==> src/rtl/hex_dump_formatter.sv <==
// Hex dump formatter: turns captured frame bytes into lowercase hex text for
// uart_tx, three or four characters per byte ("hh " or "hh\r\n").
module hex_dump_formatter #(
    parameter int BYTES_PER_LINE = 16
) (
    input  logic       clk,
    input  logic       reset,
    input  logic [7:0] in_d,
    input  logic       in_valid,
    input  logic       in_eof,
    output logic       in_ready,
    output logic       tx_dv,
    output logic [7:0] tx_byte,
    input  logic       tx_active,
    input  logic       tx_done,
    output logic       busy,
    output logic [1:0] dbg_state_o,
    output logic [7:0] dbg_col_o
);

    // Handshakes: a byte moves on a rising edge where in_valid && in_ready.
    // in_ready is registered from the next state, so it is low for the whole
    // emission of a byte and for the first cycle after reset. On the uart side
    // tx_dv is a one-cycle strobe issued only while tx_active is low; tx_done
    // is honoured only in WAIT.
    typedef enum logic [1:0] {IDLE, LOAD, SEND, WAIT} state_t;

    localparam logic [7:0] LAST_COL = 8'(BYTES_PER_LINE - 1);

    state_t      state_q, state_d;
    logic [7:0]  data_q, data_d;
    logic        nl_q, nl_d;
    logic [1:0]  idx_q, idx_d;
    logic [7:0]  col_q, col_d;
    logic        in_ready_q;
    logic [7:0]  tx_byte_q;
    logic [7:0]  cur_char;
    logic [1:0]  last_idx;

    function automatic logic [7:0] hex_char(input logic [3:0] n);
        return (n < 4'd10) ? (8'h30 + {4'h0, n}) : (8'h57 + {4'h0, n});
    endfunction

    // Character index: 0 hi nibble, 1 lo nibble, 2 space or CR, 3 LF.
    assign last_idx = nl_q ? 2'd3 : 2'd2;

    always_comb begin
        cur_char = 8'h00;
        case (idx_q)
            2'd0:    cur_char = hex_char(data_q[7:4]);
            2'd1:    cur_char = hex_char(data_q[3:0]);
            2'd2:    cur_char = nl_q ? 8'h0D : 8'h20;
            default: cur_char = 8'h0A;
        endcase
    end

    always_comb begin
        state_d = state_q;
        data_d  = data_q;
        nl_d    = nl_q;
        idx_d   = idx_q;
        col_d   = col_q;
        tx_dv   = 1'b0;
        case (state_q)
            IDLE: begin
                if (in_valid && in_ready_q) begin
                    data_d  = in_d;
                    nl_d    = in_eof || (col_q == LAST_COL);
                    state_d = LOAD;
                end
            end
            LOAD: begin
                idx_d   = 2'd0;
                state_d = SEND;
            end
            SEND: begin
                if (!tx_active) begin
                    tx_dv   = 1'b1;
                    state_d = WAIT;
                end
            end
            WAIT: begin
                if (tx_done) begin
                    if (idx_q == last_idx) begin
                        // Column bookkeeping happens once the whole byte is out.
                        col_d   = nl_q ? 8'd0 : col_q + 8'd1;
                        state_d = IDLE;
                    end else begin
                        idx_d   = idx_q + 2'd1;
                        state_d = SEND;
                    end
                end
            end
            default: state_d = IDLE;
        endcase
    end

    // tx_byte follows the character during the strobe and then holds it.
    assign tx_byte = tx_dv ? cur_char : tx_byte_q;

    always_ff @(posedge clk) begin
        if (reset) begin
            state_q    <= IDLE;
            data_q     <= 8'h00;
            nl_q       <= 1'b0;
            idx_q      <= 2'd0;
            col_q      <= 8'd0;
            in_ready_q <= 1'b0;
            tx_byte_q  <= 8'h00;
        end else begin
            state_q    <= state_d;
            data_q     <= data_d;
            nl_q       <= nl_d;
            idx_q      <= idx_d;
            col_q      <= col_d;
            in_ready_q <= (state_d == IDLE);
            tx_byte_q  <= tx_byte;
        end
    end

    assign in_ready    = in_ready_q;
    assign busy        = (state_q != IDLE);
    assign dbg_state_o = state_q;
    assign dbg_col_o   = col_q;

endmodule

==> config.mk <==
export PLATFORM = sky130hd
export DESIGN_NAME = hex_dump_formatter
export DESIGN_NICKNAME = d
export VERILOG_FILES = /design/src/rtl/hex_dump_formatter.sv
export SDC_FILE = /design/constraint.sdc
export NUM_CORES = 1
export LEC_CHECK = 0
export BUFFER_PORTS_ARGS = -buffer_cell sky130_fd_sc_hd__buf_4
export CAP_MARGIN = 40
export CORE_ASPECT_RATIO = 0.8
export CORE_MARGIN = 2
export CORE_UTILIZATION = 56
export CTS_BUF_LIST = sky130_fd_sc_hd__clkbuf_8
export CTS_CLUSTER_SIZE = 8
export DETAILED_ROUTE_END_ITERATION = 8
export HOLD_SLACK_MARGIN = 0.1
export PLACE_DENSITY = 0.8
export RECOVER_POWER = 50
export SYNTH_ARGS = -nofsm -noshare
export SYNTH_HDL_FRONTEND = slang
export SYNTH_SLANG_ARGS = --single-unit
==> constraint.sdc <==
create_clock -name clk -period 1.95 [get_ports clk]
set_input_delay 0 -clock clk [delete_from_list [all_inputs] [get_ports clk]]
set_output_delay 0 -clock clk [all_outputs]
set_load 0.1 [all_outputs]
Word level (Yosys, flattened, before mapping)
Cells that the tools add are included.
Widths: inputs -> output; s select.
{"block": "word_totals", "out_inout_bits": 21, "inputBits": 14, "register_bits": 30, "elab_cells": 51}
{"block": "classes", "reduce_logical": 10, "n_addsub": 6, "n_eq_ne": 9, "muxes": 17, "magnitude_cmp": 2}
{"op": "$mux 8", "count": 4}
{"op": "$pmux 8 s3", "count": 1}
{"op": "$add 7x4->8 const A", "count": 2}
{"op": "$add 6x4->7 const A", "count": 2}
{"op": "$mux 2", "count": 6}
{"op": "$add 8x1->8 const B", "count": 1}
{"op": "$eq 8x4->1 const B", "count": 1}
{"op": "$lt 4x4->1 const B", "count": 2}
{"op": "$pmux 2 s4", "count": 1}
{"op": "$eq 2x2->1 const B", "count": 3}
{"op": "$logic_not 2->1", "count": 3}
{"op": "$mux 6", "count": 1}
{"op": "$reduce_and 3->1", "count": 2}
{"op": "$eq 2x1->1 const B", "count": 2}
{"op": "$ne 2x2->1 const B", "count": 2}
{"op": "$pmux 2 s2", "count": 1}
{"op": "$reduce_bool 2->1", "count": 2}
{"op": "$mux 1", "count": 3}
{"op": "$add 2x1->2 const B", "count": 1}
{"op": "$eq 2x2->1", "count": 1}
{"op": "$reduce_and 2->1", "count": 1}
{"op": "$logic_and 1x1->1", "count": 1}
{"op": "$logic_or 1x1->1", "count": 1}

Depth between registers and ports, before layout
Gate-level depths: netlist of run 1.
{"block": "logic_depth", "word_depth": 6, "mapped_depth": 6, "ltp_nobuf": 6}

Worst setup path after synthesis of run 1
No wires, ideal clock.
{"block": "synth_timing", "path_type": "flip-flop to output port", "from": "reg state_q[1], in the netlist dbg_state_o[1]", "to": "out tx_byte[4]", "required_time_ps": 1950, "stages_incl_launch_ff": 4, "arrival_ps": 3872, "path_buffers": 1, "slack_ps": -1922, "path_cell_list": "dfxtp_1 > or3b_1 > buf_4 > o31ai_1"}
{"block": "synth_via", "elab_chain_cells": 3}
{"item": "start: declaration", "line_no": "30", "text": "state_t state_q, state_d;"}
{"item": "start signal: assignment", "line_no": "111", "text": "state_q <= state_d;"}
{"item": "$eq 2x2->1", "line_no": "64", "text": "case (state_q)"}
{"item": "$mux 1", "line_no": "64"}
{"item": "$mux 8", "line_no": "99", "text": "assign tx_byte = tx_dv ? cur_char : tx_byte_q;"}
{"item": "end: declaration", "line_no": "13", "text": "output logic [7:0] tx_byte,"}
Every way passes these cells.

Worst setup path in the final report of run 1
{"block": "layout_timing", "from": "reg idx_q[0]", "to": "out tx_byte[2]"}
{"block": "layout_via", "elab_chain_cells": 3, "elab_cells_between_ends": 5, "cone_classes": "2 x eq/ne; 2 x mux; 1 x reduce/logical"}
{"item": "start: declaration", "line_no": "33", "text": "logic [1:0] idx_q, idx_d;"}
{"item": "start signal: assignment", "line_no": "114", "text": "idx_q <= idx_d;"}
{"item": "$eq 2x2->1, or another cell as far along", "line_no": "49", "text": "case (idx_q)"}
{"item": "$pmux 8 s3 (*)", "line_no": "49"}
{"item": "$mux 8 (*)", "line_no": "99"}
Mark *: on every way between the ends. The rest lies on a longest branch, timed or not.

==> impl_metrics.tcl, run 1 <==
set metrics [dict create \
    grt_pass1_vias 1514 \
    nets 278 \
    dr.first_iter.drc_count 100 \
    hold_violations 0 \
    cp.required_ps 1950 \
    routed-via-count 1702 \
    critical_path.slowest_cell "dfxtp_4" \
    grt-ovfl-total 0 \
    initial_core_util_pct 58.9 \
    cts_made_buffers 5 \
    gp_congestion 0.890 \
    vias_per_cell 5.75 \
    status "complete, no violations" \
    clockRootBuffer "clkbuf_8" \
    critical-path-max-stage-delay_ps 400 \
    ys_warn_count 0 \
    final_cell_mix "nand2_1, buf_4, a21oi_1, dfxtp_1" \
    period_share_pct 97.9 \
    drive_above_1_share_pct 28.7 \
    die_w_um 64.3 \
    grt_max_degree 33 \
    power.leakage_nw 0.863 \
    antenna_found_initial 0 \
    coreArea_mm2 0.00277 \
    cp.arrival_ps 1910 \
    finish.instance_area_mm2 0.00226 \
    path_max_fanout 7 \
    hp-class "input pin to flip-flop" \
    track_usage_pct 27.7 \
    skew_ps 5.54 \
    cp_num_buf_inv 3 \
    n_antenna_cell 0 \
    ant_nets 0 \
    syn2layout_area_growth_pct 38.6 \
    powerDensity_mw_per_mm2 689 \
    cp_top_family "flip-flops" \
    utilization_pct 81.7 \
    end_kind "output port" \
    die_area_mm2 0.00336 \
    die_y_um 52.2 \
    slew_viol_final 0 \
    syn_inst 205 \
    synth_cell_type_count 45 \
    cts_sinks 30 \
    ys_seq_area_share_pct 36.9 \
    worstMarginPinSlew_ps 1180 \
    maxCapViolations 0 \
    ys_async_sr_fraction_pct 0 \
    wire_per_inst_um 15.1 \
    relSlewSlack_pct 21.5 \
    placed_cells 274 \
    first_pass_iters 4 \
    clk_pin_slew_ps 60 \
    holdWs_ps 107 \
    ys_ff_latch 30 \
    peakVddDrop_uv 552 \
    fp-row-count 17 \
    finalWirelength_um 4470 \
    boundaryPins 35 \
    min_period_ps 1910 \
    fmax_mhz 524 \
    ys.flop_type "dfxtp_1" \
    synth_nets 226 \
    setup_viol 0 \
    numPortBuffers 34 \
    htreeDepth 2 \
    synth_area_mm2 0.00163 \
    drc 0 \
    crit_chain "inv_2, ha_1, and2_4, o41ai_2, buf_4, nand2_2, buf_12" \
    start_kind "flip-flop" \
    avgSynthCellArea_um2 7.95 \
    clkLatencyLatePin_ps 280 \
    dp_hpwl_um 2870 \
    clock_path_buffers 2 \
    grt_pass1_wl_um 7000 \
    crit_type "flip-flop to output port" \
    fin_cells 296 \
    final_common_cell "nand2_1" \
    cts_tree "built" \
    placed_area_mm2 0.00199 \
    synth_edf_count 0 \
]
flip-flops by register name, indices dropped and copies added, names as in the netlist:
| name | cells |
|---|---|
| data_q | 8 |
| dbg_col_o | 8 |
| tx_byte_q | 8 |
| dbg_state_o | 2 |
| idx_q | 2 |
| in_ready | 1 |
| nl_q | 1 |
per-stage QoR:
stage	setup WS, ps	setup TNS [ps]	power, W
global route	-2.69	-2.93	0.00162
floorplan	-258	-293	0.000955
global placement	199	0	0.00103
finish	40.2	0	0.00156
detailed placement	129	0	0.00104
CTS	-3.50	-3.50	0.00156
layout make-up:
class,instances,area (µm²)
clock buffers,6,82.6
clock inverters,2,8.76
fillers,188,507
inverters,11,45.0
multi-input cells,155,1040
flip-flops and latches,30,627
well taps,38,47.5
repair buffers,54,412
per-layer routing:
| metal | global-route usage [%] | part of all wire [%] | up-vias |
|---|---|---|---|
| met5 | 0 | 0 | - |
| met4 | 12.8 | 2.0 | 0 |
| met3 | 6.24 | 6.7 | 11 |
| met2 | 43.2 | 46 | 80 |
| met1 | 36.8 | 45 | 779 |
| li1 | - | - | 832 |
repair_timing:
action / CTS / global route
hold buffers: 10 / 0
gates resized for setup: 14 / 11
setup buffers: 2 / 2
endpoints found under the setup margin: 4 / 5
endpoints found under the hold margin: 10 / 0
pin swaps: 2 / 1
kinds of logic after synthesis:
family	after synthesis	share of synthesized area, %
adders and majority gates	7	5.38
DFF	30	36.9
and+or+nand+nor	84	26.5
xor gates and xnor gates	3	1.61
AOI/OAI and AO/OA	61	23.9
buffers and inverters	20	5.76
where the power goes:
part           internal, W  switching (W)  total (W)
clock network     0.000279       0.000222   0.000500
logic             0.000118       0.000271   0.000389
registers         0.000635      0.0000314   0.000667
final timing paths:
path / start / endpoint / slack [ps] / cells after the start
max: idx_q[0] / tx_byte[2] / 40 / 7
min reg2reg: dbg_col_o[1] / dbg_col_o[1] / 480 / 2
min: tx_active / dbg_state_o[0] / 110 / 4
max reg2reg: nl_q / dbg_col_o[7] / 250 / 4
worst min-delay path, stage by stage:
cell,delay [ps]
buf_4,110
nand2_1,60
a31oi_1,90
nor2_1,90
synth_stat cells, drive strengths merged, types with 2 or more instances:
library cell | n | share of area [%]
a211oi | 5 | 2.3
a21boi | 2 | 0.92
a21oi | 25 | 7.9
a311oi | 2 | 1.1
a31oi | 3 | 1.2
and2 | 3 | 1.2
and3 | 4 | 1.5
buf | 4 | 2.1
clkbuf | 5 | 1.2
dfxtp | 30 | 37
ha | 7 | 5.4
inv | 11 | 2.5
nand2 | 38 | 8.8
nand3 | 2 | 0.61
nand3b | 2 | 1.7
nor2 | 11 | 2.5
nor2b | 5 | 1.9
nor3 | 4 | 1.2
nor4 | 2 | 0.77
o211ai | 2 | 0.92
o21ai | 12 | 3.9
o31ai | 3 | 2.2
o41ai | 2 | 1.1
or3 | 2 | 0.77
or3b | 4 | 2.2
xnor2 | 2 | 1.1
Power figures use the tool's default switching activity.
==> run 2, diff against run 1 <==
--- a/config.mk
+++ b/config.mk
@@ -7,7 +7,7 @@
 export LEC_CHECK = 0
 export BUFFER_PORTS_ARGS = -buffer_cell sky130_fd_sc_hd__buf_4
 export CAP_MARGIN = 40
-export CORE_ASPECT_RATIO = 0.8
+export CORE_ASPECT_RATIO = 0.6
 export CORE_MARGIN = 2
 export CORE_UTILIZATION = 56
 export CTS_BUF_LIST = sky130_fd_sc_hd__clkbuf_8
==> run 2 against run 1 <==
Global-route usage is 0.19 points lower. Register-to-register slack worse by 40 ps. Count of clock-buffer cells in the layout stayed put. Via count is 1.6% lower. Largest cell class unchanged. Sequential power hardly changed. Sequential share of layout area is 0.10 points lower. Total power is 0.60% lower. Design area is 0.22% lower. Die area is 0.35% higher.
==> impl_metrics.tcl, run 2 (synthesized netlist as in run 1, its figures left out) <==
set metrics [dict create \
    nets 274 \
    critical_path.slowest_cell "o41ai_4" \
    powerDensity_mw_per_mm2 686 \
    first_pass_iters 4 \
    routed-via-count 1674 \
    fin_cells 287 \
    r2r_slack_ps 210 \
    utilization_pct 80.0 \
    htreeDepth 2 \
    cp.arrival_ps 1900 \
    numPortBuffers 34 \
    dr.first_iter.drc_count 98 \
    drc 0 \
    crit_type "flip-flop to output port" \
    fp-row-count 15 \
    end_kind "output port" \
    path_max_fanout 5 \
    antenna_found_initial 0 \
    period_share_pct 97.3 \
    final_cell_mix "nand2_1, buf_4, a21oi_1, dfxtp_1" \
    boundaryPins 35 \
    worstMarginPinSlew_ps 1170 \
    wire_per_inst_um 15.7 \
    clkLatencyLatePin_ps 270 \
    dp_slack_ps 137 \
    nFillCells 189 \
    grt_pass1_vias 1542 \
    finalWirelength_um 4500 \
    cts_sinks 30 \
    die_w_um 73.6 \
    crit_chain "inv_4, ha_4, and4b_1, o21a_1, o41ai_4, nand2_2, buf_12" \
    grt_pass1_wl_um 6950 \
    placed_cells 269 \
    initial_core_util_pct 57.9 \
    holdWs_ps 117 \
    min_from "reset" \
    cts_tree "built" \
    min_period_ps 1900 \
    coreArea_mm2 0.00282 \
    grt-ovfl-total 0 \
    maxCapViolations 0 \
    hp-class "input pin to flip-flop" \
    slew_viol_final 0 \
    vias_per_cell 5.83 \
    peakVddDrop_uv 777 \
    start_kind "flip-flop" \
    gp_congestion 0.925 \
    setup_viol 0 \
    power.leakage_nw 0.855 \
    final_common_cell "nand2_1" \
    clk_pin_slew_ps 60 \
    ant_nets 0 \
    clock_path_buffers 2 \
    setup_ws_ps 53.6 \
    die_y_um 45.8 \
    n_antenna_cell 0 \
    fmax_mhz 527 \
    grt_max_degree 33 \
    cp.required_ps 1950 \
    drive_above_1_share_pct 28.1 \
    syn2layout_area_growth_pct 38.3 \
    hold_violations 0 \
    clockRootBuffer "clkbuf_8" \
    r2r_start "nl_q" \
    worstSetupStartpoint "data_q[5]" \
    cts_made_buffers 5 \
    relSlewSlack_pct 22.4 \
    track_usage_pct 27.5 \
    skew_ps 3.92 \
    dp_hpwl_um 3000 \
    status "complete, no violations" \
    die_area_mm2 0.00337 \
    critical-path-max-stage-delay_ps 390 \
]
-- run 2: cell types whose count changed in the layout (fill, tap and decap cells not counted), sizes merged --
cell / delta
dlygate4sd3: -1
clkinv: -1
buf: -3
-- run 2: metrics by stage --
step | total power, W | TNS (ps) | instance area, µm²
floorplan | 0.000955 | -293 | 1720
global placement | 0.00103 | 0 | 1980
detailed placement | 0.00104 | 0 | 1980
CTS | 0.00154 | 0 | 2180
global route | 0.00161 | -0.412 | 2250
finish | 0.00155 | 0 | 2250
-- run 2: routing by layer --
metal / GRT usage [%] / share of wire, %
met3: 6.64 / 6.2
met4: 9.09 / 0.98
met2: 43.2 / 46
met5: 0 / 0
met1: 37.5 / 47
-- run 2: power breakdown --
group | switching [W] | internal [W] | leakage [nW]
combinational | 0.000270 | 0.000119 | 0.557
clock | 0.000213 | 0.000274 | 0.0485
sequential | 0.0000334 | 0.000637 | 0.249
total | 0.000517 | 0.00103 | 0.855
-- run 2: final timing paths --
kind                                endpoint  cells after the start
worst max-delay path              tx_byte[2]                      7
worst min-delay path            tx_byte_q[5]                      2
worst max register to register  dbg_col_o[5]                      4
worst min register to register  dbg_col_o[0]                      2
-- run 2: final cells by class --
cell class,instances,area [µm²],share of cell area [%]
Clock buffer,6,82.6,3.66
Clock inverter,1,3.75,0.167
Inverter,11,47.5,2.11
Multi-Input combinational cell,155,1070,47.6
Sequential cell,30,623,27.7
Tap cell,34,42.5,1.89
Timing Repair Buffer,50,382,16.9
-- run 2: critical path, delay by kind of cell (launching register included) --
| family | cells | cell delay (ps) |
|---|---|---|
| flip-flops | 1 | 370 |
| buffers and inverters | 2 | 230 |
| AO/OA/AOI/OAI | 2 | 590 |
| AND/OR/NAND/NOR | 2 | 280 |
| adder cells (fa/ha/maj) | 1 | 150 |
-- run 2: what timing repair did --
action	4_1_cts	5_1_grt
gates cloned	0	0
buffers inserted	0	2
endpoints found under the hold margin	9	0
pin swaps	1	6
hold buffers	9	0
endpoints found under the setup margin	4	4
gates resized for setup	7	24
==> run 3, diff against run 2 <==
--- a/config.mk
+++ b/config.mk
@@ -7,9 +7,11 @@
 export LEC_CHECK = 0
 export BUFFER_PORTS_ARGS = -buffer_cell sky130_fd_sc_hd__buf_4
 export CAP_MARGIN = 40
+export CELL_PAD_IN_SITES_DETAIL_PLACEMENT = 0
+export CELL_PAD_IN_SITES_GLOBAL_PLACEMENT = 1
 export CORE_ASPECT_RATIO = 0.6
 export CORE_MARGIN = 2
-export CORE_UTILIZATION = 56
+export CORE_UTILIZATION = 41
 export CTS_BUF_LIST = sky130_fd_sc_hd__clkbuf_8
 export CTS_CLUSTER_SIZE = 8
 export DETAILED_ROUTE_END_ITERATION = 8
==> run 3 against run 2 <==
Sequential cell count is the same. Sequential power is essentially flat. Critical endpoint unchanged. Worst setup slack got worse by 20 ps. Sequential share of layout area is 0.51 points lower. Fmax is 1.1% lower. Combinational power is 1% lower. Non-clock buffer count grew 2. Wire length down 2.8%. Utilization fell by 18 points. Largest cell class unchanged.
==> impl_metrics.tcl, run 3 (synthesized netlist as in run 1, its figures left out) <==
set metrics [dict create \
    combinationalPowerShare_pct 23.0 \
    peakVddDrop_uv 442 \
    rsz0062_at_grt "yes" \
    period_share_pct 98.3 \
    cts_made_buffers 5 \
    coreArea_mm2 0.00374 \
    track_usage_pct 20.4 \
    nets 276 \
    end_kind "output port" \
    worstMarginPinSlew_ps 1160 \
    skew_ps 6.22 \
    path_max_fanout 3 \
    fp-row-count 17 \
    drive_above_1_share_pct 30.9 \
    cts_sinks 30 \
    cp_top_family "compound AO/OA/AOI/OAI gates" \
    vias_per_cell 5.42 \
    clkLatencyLatePin_ps 290 \
    die_area_mm2 0.00451 \
    min_path_cells 4 \
    internal-power_w 0.00113 \
    syn2layout_area_growth_pct 41.8 \
    status "complete, no violations" \
    critical-path-max-stage-delay_ps 350 \
    ant_nets 0 \
    power_frac_seq_pct 40.1 \
    clk_pin_slew_ps 70 \
    setup_ws_ps 33.3 \
    grt_pass1_wl_um 6950 \
    final_common_cell "nand2_1" \
    clockRootBuffer "clkbuf_8" \
    cts_tree "built" \
    grt_max_degree 33 \
    power.leakage_nw 0.881 \
    seq_area_um2 627 \
    die_y_um 52.8 \
    relSlewSlack_pct 22.7 \
    first_pass_iters 4 \
    start_kind "flip-flop" \
    maxCapViolations 0 \
    htreeDepth 2 \
    dp_hpwl_um 3100 \
    min_period_ps 1920 \
    crit_chain "inv_2, ha_4, and4b_1, o21a_1, o41ai_2, buf_4, nand2_4, buf_12" \
    grt_pass1_vias 1446 \
    slew_viol_final 0 \
    fmax_mhz 522 \
    routed-via-count 1643 \
    cp.arrival_ps 1920 \
    powerDensity_mw_per_mm2 724 \
    final_cell_mix "nand2_1, buf_4, a21oi_1, dfxtp_1" \
    path_depth 8 \
    drc 0 \
    gp_congestion 0.988 \
    boundaryPins 35 \
    finalWirelength_um 4380 \
    clock_path_buffers 2 \
    hold_violations 0 \
    initial_core_util_pct 43.5 \
    ff2ff_path_depth 4 \
    die_w_um 85.4 \
    dp_slack_ps 169 \
    grt-ovfl-total 0 \
    setup_viol 0 \
    crit_type "flip-flop to output port" \
    nFillCells 337 \
    clock_power_share_pct 36.9 \
    dr.first_iter.drc_count 143 \
    n_antenna_cell 0 \
    antenna_found_initial 0 \
    critical_path.slowest_cell "dfxtp_4" \
    numPortBuffers 34 \
    hp-class "input pin to flip-flop" \
    utilization_pct 61.7 \
    cp.required_ps 1950 \
    switching_share_pct 32.4 \
    p_sw_w 0.000541 \
    multi_input_area_mm2 0.00107 \
    wire_per_inst_um 14.4 \
    cp_num_buf_inv 3 \
]
[run 3: repair_timing]
item | 4_1_cts | 5_1_grt
hold buffers | 10 | 0
buffers inserted | 0 | 3
endpoints found under the hold margin | 10 | 0
gates cloned | 0 | 0
resized for setup | 12 | 21
pin swaps | 0 | 4
setup endpoints to repair | 5 | 5
[run 3: final timing paths]
path | startpoint | to | slack [ps]
max | data_q[5] | tx_byte[2] | 30
min | tx_active | dbg_state_o[0] | 110
max reg2reg | nl_q | dbg_col_o[7] | 230
min reg2reg | dbg_col_o[0] | dbg_col_o[0] | 470
[run 3: stage by stage]
stage	total power [W]	std cells	hold slack (ps)	area [µm²]	TNS, ps
after detailed placement	0.00104	282	262	2000	0
after CTS	0.00168	300	106	2250	0
after global routing	0.00174	303	148	2310	-22.1
after floorplan	0.000955	205	105	1720	-293
after global placement	0.00103	282	248	2000	0
final	0.00167	303	108	2310	0
[run 3: area by class of cell]
type | count | area share (%)
Clock buffer | 5 | 2.98
Clock inverter | 3 | 1.73
Inverter | 11 | 1.79
Multi-Input combinational cell | 155 | 46.5
Sequential cell | 30 | 27.1
Tap cell | 47 | 2.55
Timing Repair Buffer | 52 | 17.3
[run 3: metal layers]
metal | vias to the layer above | wire length, µm | track usage [%]
met5 | - | 0 | 0
met1 | 754 | 2210 | 29.8
met4 | 0 | 53 | 7.67
met3 | 8 | 311 | 5.67
li1 | 832 | - | -
met2 | 49 | 1800 | 27.9
[run 3: worst register-to-register path, delay by kind of cell (launching register included)]
kind | cells | cell delay, ps
AO/OA/AOI/OAI | 1 | 150
buffers and inverters | 1 | 260
flip-flops | 1 | 410
AND/OR/NAND/NOR | 2 | 830
[run 3: power groups by stage]
stage               logic, W  clock network (W)  registers (W)
floorplan           0.000236                  0       0.000719
global placement    0.000349                  0       0.000682
detailed placement  0.000354                  0       0.000685
CTS                 0.000376           0.000632       0.000672
global route        0.000407           0.000657       0.000675
finish              0.000385           0.000617       0.000670
